--- src/rtl/zoom_pkg.sv ---
// Shared definitions for the nearest-neighbour zoom copy engine:
// mode encodings, controller states and mode decode helpers.
package zoom_pkg;

  typedef enum logic [2:0] {
    ZOOM_1X = 3'b000,
    ZOOM_2X = 3'b001,
    ZOOM_4X = 3'b010,
    ZOOM_H  = 3'b011,
    ZOOM_Q  = 3'b100
  } zoom_mode_e;

  typedef enum logic [1:0] {
    ST_IDLE  = 2'd0,
    ST_RUN   = 2'd1,
    ST_DRAIN = 2'd2,
    ST_DONE  = 2'd3
  } zoom_state_e;

  function automatic logic mode_legal(input logic [2:0] mode);
    return (mode <= ZOOM_Q);
  endfunction

  function automatic logic [1:0] shift_from_mode(input logic [2:0] mode);
    logic [1:0] s;
    case (mode)
      ZOOM_2X, ZOOM_H: s = 2'd1;
      ZOOM_4X, ZOOM_Q: s = 2'd2;
      default:         s = 2'd0;
    endcase
    return s;
  endfunction

  // Half and quarter decimate the source; every other mode replicates it.
  function automatic logic is_zoom_out(input logic [2:0] mode);
    return (mode == ZOOM_H) || (mode == ZOOM_Q);
  endfunction

endpackage

--- src/rtl/zoom_copy_engine_pipe_delay.sv ---
// Fixed-depth shift register that aligns write-side sideband with the
// source memory read latency.
module pipe_delay #(
  parameter int WIDTH = 8,
  parameter int DEPTH = 1
) (
  input  logic             i_clock,
  input  logic             i_reset,
  input  logic [WIDTH-1:0] i_data,
  output logic [WIDTH-1:0] o_data
);

  logic [DEPTH-1:0][WIDTH-1:0] r_pipe;

  always_ff @(posedge i_clock) begin
    if (!i_reset) begin
      r_pipe <= '0;
    end else begin
      r_pipe[0] <= i_data;
      for (int i = 1; i < DEPTH; i++) begin
        r_pipe[i] <= r_pipe[i-1];
      end
    end
  end

  assign o_data = r_pipe[DEPTH-1];

endmodule

--- src/rtl/zoom_copy_engine.sv ---
// Nearest-neighbour scaler: sweeps the full destination raster once per start,
// fetching centred source pixels and writing background outside the window.
//
//   state    | meaning
//   ST_IDLE  | waiting for start; illegal mode raises a one-cycle error
//   ST_RUN   | one destination pixel issued per clock
//   ST_DRAIN | read pipeline empties into the framebuffer
//   ST_DONE  | single-cycle done pulse, busy already low
module zoom_copy_engine
  import zoom_pkg::*;
#(
  parameter int SRC_W  = 160,
  parameter int SRC_H  = 120,
  parameter int DST_W  = 640,
  parameter int DST_H  = 480,
  parameter int PIX_W  = 8,
  parameter int RD_LAT = 1,
  parameter logic [PIX_W-1:0] BG_COLOR = '0
) (
  input  logic                             i_clock,
  input  logic                             i_reset,
  input  logic                             i_start,
  input  logic [2:0]                       i_mode,
  output logic                             o_busy,
  output logic                             o_done,
  output logic                             o_error,
  output logic [$clog2(SRC_W*SRC_H)-1:0]   o_src_addr,
  input  logic [PIX_W-1:0]                 i_src_data,
  output logic [$clog2(DST_W*DST_H)-1:0]   o_dst_addr,
  output logic [PIX_W-1:0]                 o_dst_data,
  output logic                             o_dst_wren
);

  localparam int SAW = $clog2(SRC_W*SRC_H);
  localparam int DAW = $clog2(DST_W*DST_H);
  localparam int XW  = $clog2(DST_W);
  localparam int YW  = $clog2(DST_H);
  localparam int CW  = $clog2(4*(SRC_W+SRC_H) + DST_W + DST_H);
  localparam int DCW = $clog2(RD_LAT+1);
  localparam logic [XW-1:0] X_LAST = XW'(DST_W-1);
  localparam logic [YW-1:0] Y_LAST = YW'(DST_H-1);

  zoom_state_e r_state, w_state_nxt;

  logic [XW-1:0]  r_x;
  logic [YW-1:0]  r_y;
  logic [DAW-1:0] r_dst_addr;
  logic [SAW-1:0] r_src_hold;
  logic [DCW-1:0] r_drain_cnt;
  logic           r_error;
  logic [1:0]     r_shift;
  logic           r_zoom_out;
  logic [CW-1:0]  r_ow, r_oh, r_offx, r_offy;

  logic           w_accept, w_run, w_last;
  logic [1:0]     w_new_shift;
  logic           w_new_out;
  int             w_ow_i, w_oh_i, w_offx_i, w_offy_i;
  logic [CW-1:0]  w_x, w_y, w_dx, w_dy, w_sx, w_sy;
  logic           w_in_x, w_in_y, w_inside;
  logic [SAW-1:0] w_src_map;
  logic [DAW+1:0] w_pipe_in, w_pipe_out;

  assign w_run    = (r_state == ST_RUN);
  assign w_last   = w_run && (r_x == X_LAST) && (r_y == Y_LAST);
  assign w_accept = (r_state == ST_IDLE) && i_start && mode_legal(i_mode);

  // Window geometry for the requested mode; captured only at an accepted start.
  always_comb begin
    w_new_shift = shift_from_mode(i_mode);
    w_new_out   = is_zoom_out(i_mode);
    w_ow_i      = w_new_out ? (SRC_W >> w_new_shift) : (SRC_W << w_new_shift);
    w_oh_i      = w_new_out ? (SRC_H >> w_new_shift) : (SRC_H << w_new_shift);
    w_offx_i    = (w_ow_i <= DST_W) ? (DST_W - w_ow_i) / 2 : 0;
    w_offy_i    = (w_oh_i <= DST_H) ? (DST_H - w_oh_i) / 2 : 0;
  end

  always_comb begin
    w_x       = CW'(r_x);
    w_y       = CW'(r_y);
    w_dx      = w_x - r_offx;
    w_dy      = w_y - r_offy;
    w_in_x    = (w_x >= r_offx) && (w_dx < r_ow);
    w_in_y    = (w_y >= r_offy) && (w_dy < r_oh);
    w_sx      = r_zoom_out ? (w_dx << r_shift) : (w_dx >> r_shift);
    w_sy      = r_zoom_out ? (w_dy << r_shift) : (w_dy >> r_shift);
    w_inside  = w_in_x && w_in_y && (w_sx < CW'(SRC_W)) && (w_sy < CW'(SRC_H));
    w_src_map = SAW'(w_sy) * SAW'(SRC_W) + SAW'(w_sx);
  end

  always_comb begin
    w_state_nxt = r_state;
    case (r_state)
      ST_IDLE:  if (w_accept) w_state_nxt = ST_RUN;
      ST_RUN:   if (w_last) w_state_nxt = ST_DRAIN;
      ST_DRAIN: if (r_drain_cnt == '0) w_state_nxt = ST_DONE;
      ST_DONE:  w_state_nxt = ST_IDLE;
      default:  w_state_nxt = ST_IDLE;
    endcase
  end

  always_ff @(posedge i_clock) begin
    if (!i_reset) begin
      r_state <= ST_IDLE;
    end else begin
      r_state <= w_state_nxt;
    end
  end

  always_ff @(posedge i_clock) begin
    if (!i_reset) begin
      r_x         <= '0;
      r_y         <= '0;
      r_dst_addr  <= '0;
      r_src_hold  <= '0;
      r_drain_cnt <= '0;
      r_error     <= 1'b0;
      r_shift     <= '0;
      r_zoom_out  <= 1'b0;
      r_ow        <= '0;
      r_oh        <= '0;
      r_offx      <= '0;
      r_offy      <= '0;
    end else begin
      r_error <= (r_state == ST_IDLE) && i_start && !mode_legal(i_mode);
      if (w_accept) begin
        r_x        <= '0;
        r_y        <= '0;
        r_dst_addr <= '0;
        r_shift    <= w_new_shift;
        r_zoom_out <= w_new_out;
        r_ow       <= CW'(w_ow_i);
        r_oh       <= CW'(w_oh_i);
        r_offx     <= CW'(w_offx_i);
        r_offy     <= CW'(w_offy_i);
      end else if (w_run) begin
        r_dst_addr <= r_dst_addr + 1'b1;
        if (r_x == X_LAST) begin
          r_x <= '0;
          r_y <= (r_y == Y_LAST) ? '0 : r_y + 1'b1;
        end else begin
          r_x <= r_x + 1'b1;
        end
        if (w_inside) r_src_hold <= w_src_map;
      end
      // Loaded with RD_LAT so done trails the final write by one idle beat.
      if (w_last) begin
        r_drain_cnt <= DCW'(RD_LAT);
      end else if (r_state == ST_DRAIN && r_drain_cnt != '0) begin
        r_drain_cnt <= r_drain_cnt - 1'b1;
      end
    end
  end

  assign o_src_addr = (w_run && w_inside) ? w_src_map : r_src_hold;

  assign w_pipe_in = {w_run, w_run && w_inside, w_run ? r_dst_addr : '0};

  pipe_delay #(
    .WIDTH (DAW+2),
    .DEPTH (RD_LAT)
  ) u_pipe_delay (
    .i_clock (i_clock),
    .i_reset (i_reset),
    .i_data  (w_pipe_in),
    .o_data  (w_pipe_out)
  );

  assign o_dst_wren = w_pipe_out[DAW+1];
  assign o_dst_addr = w_pipe_out[DAW-1:0];
  assign o_dst_data = w_pipe_out[DAW+1] ? (w_pipe_out[DAW] ? i_src_data : BG_COLOR) : '0;

  assign o_busy  = (r_state == ST_RUN) || (r_state == ST_DRAIN);
  assign o_done  = (r_state == ST_DONE);
  assign o_error = r_error;

endmodule

--- config.mk ---
export PLATFORM = sky130hd
export DESIGN_NAME = zoom_copy_engine
export DESIGN_NICKNAME = d
export VERILOG_FILES = /design/src/rtl/zoom_pkg.sv /design/src/rtl/zoom_copy_engine_pipe_delay.sv /design/src/rtl/zoom_copy_engine.sv
export SDC_FILE = /design/constraint.sdc
export NUM_CORES = 1
export LEC_CHECK = 0
export BUFFER_PORTS_ARGS = -buffer_cell sky130_fd_sc_hd__buf_2
export CAP_MARGIN = 0
export CORE_ASPECT_RATIO = 0.75
export CORE_MARGIN = 1
export CORE_UTILIZATION = 62
export CTS_CLUSTER_DIAMETER = 60
export DETAILED_ROUTE_END_ITERATION = 7
export PLACE_DENSITY = 0.81
export RECOVER_POWER = 100
export SKIP_CTS_REPAIR_TIMING = 1
export SYNTH_ARGS = -nofsm -noshare
export SYNTH_HDL_FRONTEND = slang
export SYNTH_SLANG_ARGS = --single-unit
--- constraint.sdc ---
create_clock -name i_clock -period 6.7 [get_ports i_clock]
set_input_delay 0.67 -clock i_clock [delete_from_list [all_inputs] [get_ports i_clock]]
set_output_delay 0.67 -clock i_clock [all_outputs]
set_load 0.02 [all_outputs]
Word level (Yosys, flattened, before mapping) --
Cells that the tools add are included. W data, S select, Z words.
Storage, ports and cells: logic and storage cells 102, bits in registers 129, output and inout bits 46
Operators by class: mux-type cells 18, $mul 1, add/sub/neg operators 11, shifts and indexed selects 8, eq/ne operators 12, reduce and logical (&&, ||, !) cells 24, magnitude comparators 9, bitwise gates (word level) 4
Operators with widths (number):
- $mux W32 | 2
- $mux W12 | 4
- $le A32 B10 Y1 const B | 1
- $le A32 B11 Y1 const B | 1
- $shl A7 B2 Y32 const A | 1
- $shl A8 B2 Y32 const A | 1
- $shr A7 B2 Y32 const A | 1
- $shr A8 B2 Y32 const A | 1
- $sub A10 B32 Y32 const A | 1
- $sub A11 B32 Y32 const A | 1
- $add A12 B1 Y12 | 2
- $lt A12 B12 Y1 | 2
- $shl A12 B2 Y12 | 2
- $shr A12 B2 Y12 | 2
- $add A19 B1 Y19 const B | 1
- $mux W8 | 2
- $add A15 B12 Y15 | 1
- $mux W15 | 1
- $ge A10 B12 Y1 | 1
- $ge A9 B12 Y1 | 1
- $logic_and A1 B1 Y1 | 12
- $lt A12 B7 Y1 const B | 1
- $lt A12 B8 Y1 const B | 1
- $mul A12 B3 Y10 const B | 1
- other kinds (30) | 43

Longest topological paths before layout --
Gate-level depths: netlist (run 1).
depth after elaboration 9, gate-level depth with buffers 23

Modules after synthesis --
From an unflattened synthesis (run 1), not the netlist that was laid out.
Unflattened totals: cells, all modules 1066, area, all modules 8644.5 um^2
Modules (own cells, without submodules):
- zoom_copy_engine | cells an instance 1022, area each 8051.5 um^2, times used 1, seq. area each 1961.9 um^2
- pipe_delay | cells an instance 44, area each 593.1 um^2, times used 1, seq. area each 420.4 um^2

Least setup slack after synthesis (run 1) --
Ideal clock, no wire load.
path type reg-to-output, start register r_y[0], end output o_src_addr[14], stages on the path, launching flop included 23, arrival 5.031 ns, required time 6.030 ns, path buffers 0, slack 0.999 ns, path through dfxtp_1 -> inv_1 -> ha_1 -> fa_1 -> nand2b_1 -> a211oi_1 -> o21ai_0 -> and2_1 -> a21o_1 -> o211ai_1 -> inv_1 -> ha_1 -> ha_1 -> fa_1 -> xor2_1 -> ha_1 -> or2_2 -> a21oi_1 -> a21oi_1 -> nand3_1 -> xnor2_1 -> xnor3_1 -> mux2_2
Between the ends: cells in the longest elaborated chain, start to end 8, elaborated cells between the ends (all ways) 15
Ends and longest elaborated chain:
- start: declaration | RTL line zoom_copy_engine.sv:46 | logic [YW-1:0] r_y;
- start signal: assignment | RTL line zoom_copy_engine.sv:140 | r_y <= (r_y == Y_LAST) ? '0 : r_y + 1'b1;
- branches (longest 7 deep; another with $add A15 B12 Y15)
- $mux W15 (*) | RTL line zoom_copy_engine.sv:155 | assign o_src_addr = (w_run && w_inside) ? w_src_map : r_src_hold;
- end: declaration | RTL line zoom_copy_engine.sv:27 | output logic [$clog2(SRC_W*SRC_H)-1:0] o_src_addr,
Every way passes the cells marked *.

Worst setup path after layout (run 1) --
Same ends and word-level chain as after synthesis.

==> metrics.yaml, run 1 <==
worstHoldPathType: "reg -> reg"
final.setup_skew_ns: 0.00743
via_per_inst: 6.30
violations: "design-rule violations, max-capacitance violations, max-slew violations"
via_count: 8248
fmax_ghz: 0.155
synth_edf_count: 0
irDropWorstVdd_mv: 0.250
r2r-end: "r_src_hold[6]$_SDFFE_PN0P_"
clock-sinks: 119
cp-start-kind: "register"
tightest_slew_ns: 2.37
io_pins: 60
fin_setup_tns_ns: 0
end_kind: "primary output"
stdcell_area_um2: 9540
gp_congestion: 0.992
cts_buffers: 17
p_per_area_nw_per_um2: 384
rrSetupSlack_ns: 0.97
gr-total-overflow: 0
cts_buffer_depth: 2
power.leakage_uw: 0.00399
hpwlAfterDp_um: 17100
htreeDepth: 4
drt-wirelength-per-cell_um: 18.2
clock_latency_ns: 0.43
slew_violations: 59
synthArstFlopShare_pct: 0
drc: 4
synthCells: 1097
synth_flop_cell: "dfxtp_1"
hold_path_startpoint: "r_offy[8]$_SDFFE_PN0P_"
ant_nets: 0
die_h_um: 105
start_util_pct: 63.5
holdPathStages: 2
setup_viol: 0
crit_required_ns: 6.03
syn_to_final_growth_pct: 9.20
first_global_vias: 7657
cts_tree: "done"
timing.slew.headroom_pct: -58.0
die_w_um: 139
synth_area_per_cell_um2: 7.96
port_buffers: 59
reg2regPathDepth: 16
coreArea_um2: 13700
fp-row-count: 37
yosys_warnings: 0
yosysUniqueCellTypes: 84
root_buffer: "clkbuf_16"
die_area_um2: 14600
wirelength_um: 23900
critPathMaxFanout: 5
grt_pass1_wl_um: 39000
n_antenna_cell: 0
nets: 1207
dr.pass1.iters: 8
status: "complete, but fails checks"
criticalPathCategory: "reg -> out"
cp.arrival_ns: 5.79
grt_usage_pct: 33.7
drtIter0Drc: 889
hold_violations: 0
fin_crit_sh_pct: 96.4
drv_cap: 1
placed_area_um2: 9000
min_period_ns: 6.46
grt_max_degree: 59
yosysSeqAreaShare_pct: 27.3
drive_gt1_share_pct: 8.99
ys_ff_latch: 119
clkSlewWorstSetupHoldPaths_ns: 0.06
antenna_found_initial: 0
min_to: "r_offy[8]$_SDFFE_PN0P_"
netlist_area_um2: 8730
r2r_start: "r_x[1]$_SDFFE_PP0P_"
critical path: stages, from the launching register on:
cell      delay, ns
dfxtp_1        0.35
inv_1          0.08
ha_1           0.24
fa_1           0.39
nand2b_2       0.24
a211oi_2       0.19
buf_4          0.16
o21ai_1        0.11
and2_1         0.21
a21o_1         0.19
o211ai_1       0.15
inv_1          0.12
ha_1           0.29
ha_1           0.24
fa_1           0.42
xor2_1         0.18
ha_1           0.31
or2_2          0.28
a21oi_1        0.16
a21oi_1        0.09
nand3_1        0.15
xnor2_1        0.15
xnor3_1        0.25
mux2_2         0.27
buf_2          0.15
metrics by stage:
stage          hold WS, ns  power (µW)  std cells  worst slack [ns]  utilization, %
2_1_floorplan        0.420        2230       1098             0.999               -
3_3_place_gp         0.429        2630       1276             0.788            65.5
3_5_place_dp         0.437        2660       1276             0.630            65.5
4_1_cts              0.446        3640       1308             0.140            69.9
5_1_grt              0.476        3920       1309           -0.0515            69.4
6_report             0.442        3670       1309             0.238            69.4
routing by layer:
layer | vias up | part of all wire (%) | GRT usage, % | wire, µm
met2 | 404 | 43 | 50.8 | 10200
met4 | 0 | 2.0 | 10.2 | 467
met3 | 50 | 10 | 9.07 | 2420
li1 | 3963 | - | - | -
met1 | 3831 | 45 | 46.8 | 10700
met5 | - | 0 | 0 | 0
Yosys cell counts, types with 15 or more instances:
library cell	count	share of area, %
nand2_1	118	5.1
clkbuf_1	42	1.8
nand4_1	21	1.5
nor2_1	106	4.6
buf_4	19	1.6
a21oi_1	68	3.9
ha_1	69	9.9
and3_1	37	2.7
a211oi_1	15	1.3
nor3_1	23	1.3
xor2_1	31	3.1
nand3_1	27	1.5
a21o_1	20	1.7
xnor2_1	20	2.0
o21ai_0	43	2.5
dfxtp_1	119	27
inv_1	74	3.2
mux2i_1	26	3.0
power by group:
part           switching, µW  total (µW)  internal (µW)
combinational           1170        1930            759
clock                    395         961            566
sequential              34.5         777            743
total                   1600        3670           2070
state kept, by name (all words and copies together), names as in the netlist:
name,cells
r_state,2
r_src_hold,15
r_x,10
r_y,9
r_oh,8
o_error,1
r_offy,12
u_pipe_delay.o_data,21
r_shift,2
r_dst_addr,19
r_zoom_out,1
r_offx,10
r_ow,8
r_drain_cnt,1
worst max-delay path by stage:
stage | from | end | slack [ns] | cells after the start
4_1_cts | r_y[0]$_SDFFE_PP0P_ | o_src_addr[14] | 0.14 | 24
2_1_floorplan | r_y[0]$_SDFFE_PP0P_ | o_src_addr[14] | 1.0 | 22
5_1_grt | r_offy[2]$_SDFFE_PN0P_ | o_src_addr[14] | -0.05 | 22
3_3_place_gp | r_y[0]$_SDFFE_PP0P_ | o_src_addr[14] | 0.79 | 24
3_5_place_dp | r_y[0]$_SDFFE_PP0P_ | o_src_addr[14] | 0.63 | 24
6_report | r_y[0]$_SDFFE_PP0P_ | o_src_addr[14] | 0.24 | 24
placed cells by master, fill, tap and decap left out, types with 10 or more instances in the layout:
cell type / instances
a211oi_1: 14
a21o_1: 20
a21oi_1: 68
and3_1: 37
buf_2: 18
buf_4: 10
clkbuf_1: 44
clkbuf_16: 17
dfxtp_1: 119
ha_1: 69
inv_1: 74
mux2i_1: 26
nand2_1: 118
nand3_1: 27
nand4_1: 21
nor2_1: 106
nor3_1: 23
o21a_1: 10
o21ai_0: 43
o22ai_1: 14
xnor2_1: 19
xor2_1: 32
cell type report:
type                    count  area (µm²)
clock buffers              17         425
multi-input cells         835        5710
flip-flops and latches    119        2380
fillers                  1159        4210
inverters                  74         278
clock inverters            15         184
repair buffers             74         340
well taps                 175         219
kinds of logic (layout without fill, tap and decap cells):
logic type      after synthesis  count (layout)  share of synthesized area, %
compound gates              265             265                          20.7
xor+xnor                     53              53                          5.56
fa+ha+maj                    72              72                          10.6
buf+inv                     144             180                          7.26
flops                       119             119                          27.3
mux                          47              47                          6.59
other cells                   2               3                        0.0860
simple gates                395             395                          22.0
Power figures use the tool's default switching activity.
==> inputs of run 2 (changes only) <==
--- a/config.mk
+++ b/config.mk
@@ -11,8 +11,9 @@
 export CORE_MARGIN = 1
 export CORE_UTILIZATION = 62
 export CTS_CLUSTER_DIAMETER = 60
+export CTS_CLUSTER_SIZE = 10
 export DETAILED_ROUTE_END_ITERATION = 7
-export PLACE_DENSITY = 0.81
+export PLACE_DENSITY = 0.86
 export RECOVER_POWER = 100
 export SKIP_CTS_REPAIR_TIMING = 1
 export SYNTH_ARGS = -nofsm -noshare
==> run 2 against run 1 <==
The flow still finishes with violations (design-rule violations, max-capacitance violations, max-slew violations). Count of clock-buffer cells in the layout did not move. Sequential power barely moved. Total power rose by 1.2%. Critical path depth fell by 2. Global-route usage rose by 1.2 points. Clock skew rose by 0.0051 ns. Critical path type unchanged. Sequential share of layout area barely moved. Largest cell class unchanged. Highest routed layer unchanged. Cell count did not move.
==> metrics.yaml, run 2 (synthesized netlist as in run 1, its figures left out) <==
status: "complete, but fails checks"
violations: "design-rule violations, max-capacitance violations, max-slew violations"
grt_max_degree: 59
clock_latency_ns: 0.43
criticalPathCategory: "reg -> out"
slew_violations: 99
cp_cell_sequence: "inv_1 > ha_1 > fa_1 > nand2b_2 > a21oi_1 > xnor2_1 > nor2_1 > a211o_1 > o221ai_2 > inv_1 > ha_1 > fa_1 > xor2_1 > ha_1 > or2_2 > a21oi_1 > a21oi_1 > nand3_1 > xnor2_1 > xnor3_1 > mux2_2 > buf_2"
irDropWorstVdd_mv: 0.228
p_per_area_nw_per_um2: 389
die_h_um: 105
crit_required_ns: 6.03
grt_pass1_wl_um: 40400
critPathBufInv: 3
hpwlAfterDp_um: 17700
largest_reg_flops: 21
drtIter0Drc: 1132
report.power.total_uw: 3710
dr.pass1.iters: 8
via_per_inst: 6.52
syn_to_final_growth_pct: 9.18
fin_ws_ns: 0.176
first_global_vias: 7920
drive_gt1_share_pct: 9.88
clkSlewWorstSetupHoldPaths_ns: 0.06
power.leakage_uw: 0.00400
end_kind: "primary output"
n_antenna_cell: 0
gr-total-overflow: 0
slowest_stage: "fa_1"
grt_usage_pct: 35.0
die_area_um2: 14600
setup_viol: 0
tightest_slew_ns: 2.48
gp_congestion: 1.03
port_buffers: 59
worstHoldPathType: "reg -> reg"
die_w_um: 139
htreeDepth: 4
drc: 8
layout_common_cells: "119 x dfxtp_1, 118 x nand2_1, 106 x nor2_1"
drt-wirelength-per-cell_um: 19.3
cts_tree: "done"
min_period_ns: 6.52
fin_setup_tns_ns: 0
fin_crit_sh_pct: 97.4
cts_buffers: 17
coreArea_um2: 13700
cts_buffer_depth: 2
wirelength_um: 25200
root_buffer: "clkbuf_16"
fmax_ghz: 0.153
timing.slew.headroom_pct: -65.3
fp-row-count: 37
start_util_pct: 63.5
fill_cells: 1074
via_count: 8532
clock-sinks: 119
cp-start-kind: "register"
io_pins: 60
cp.arrival_ns: 5.85
rsz0062_at_grt: "false"
antenna_found_initial: 0
mostFrequentLayoutCell: "dfxtp_1"
drv_cap: 2
crit_family: "adder cells"
nets: 1207
dp_slack_ns: 0.604
hold_violations: 0
final.setup_skew_ns: 0.0125
ant_nets: 0
critPathMaxFanout: 5
max_stage_delay_ns: 0.48
==> run 2: cell count changes in the layout (fill, tap and decap cells not counted), sizes merged <==
cell	before	now
bufinv	2	1
clkinv	3	4
==> run 2: path summary, 6_finish.rpt <==
check | cells after the start | slack [ns] | endpoint | startpoint
worst max-delay path | 22 | 0.18 | o_src_addr[14] | r_y[0]$_SDFFE_PP0P_
worst min-delay path | 2 | 0.44 | r_offy[8]$_SDFFE_PN0P_ | r_offy[8]$_SDFFE_PN0P_
worst max register to register | 16 | 0.94 | r_src_hold[7]$_SDFFE_PN0P_ | r_x[1]$_SDFFE_PP0P_
worst min register to register | 2 | 0.44 | r_offy[8]$_SDFFE_PN0P_ | r_offy[8]$_SDFFE_PN0P_
==> run 2: where the power goes <==
group	switching, µW	internal, µW	leakage, µW
registers	34.7	743	0.000963
clock network	420	535	0.000294
logic	1210	764	0.00274
==> run 2: metal layers <==
metal,global-route usage (%),vias up,routed length [µm]
met2,51.8,557,10500
met4,13.7,0,788
met5,0,-,0
li1,-,3943,-
met1,47.5,3922,10600
met3,10.4,110,3260
==> run 2: area by class of cell <==
class / instances / area, µm² / area share, %
Inverter: 74 / 278 / 2.91
Sequential cell: 119 / 2380 / 25.0
Timing Repair Buffer: 74 / 354 / 3.71
Clock buffer: 17 / 425 / 4.46
Multi-Input combinational cell: 835 / 5700 / 59.8
Clock inverter: 15 / 179 / 1.88
Tap cell: 175 / 219 / 2.30
==> run 2: worst reg2reg max path, delay by kind of cell (launching register included) <==
kind	cells	cell delay, ns
adders and majority gates	2	0.77
xor gates and xnor gates	1	0.56
buffers and inverters	2	0.93
AOI/OAI and AO/OA	7	1.80
DFF	1	0.43
and+or+nand+nor	3	0.87
muxes	1	0.32
==> run 2: metrics by stage <==
step	utilization, %	hold slack (ns)	cell area (µm²)	instances
2_1_floorplan	-	0.420	8740	1098
3_3_place_gp	65.4	0.430	8990	1275
3_5_place_dp	65.4	0.437	8990	1275
4_1_cts	69.8	0.447	9600	1307
5_1_grt	69.4	0.471	9540	1309
6_report	69.4	0.442	9540	1309
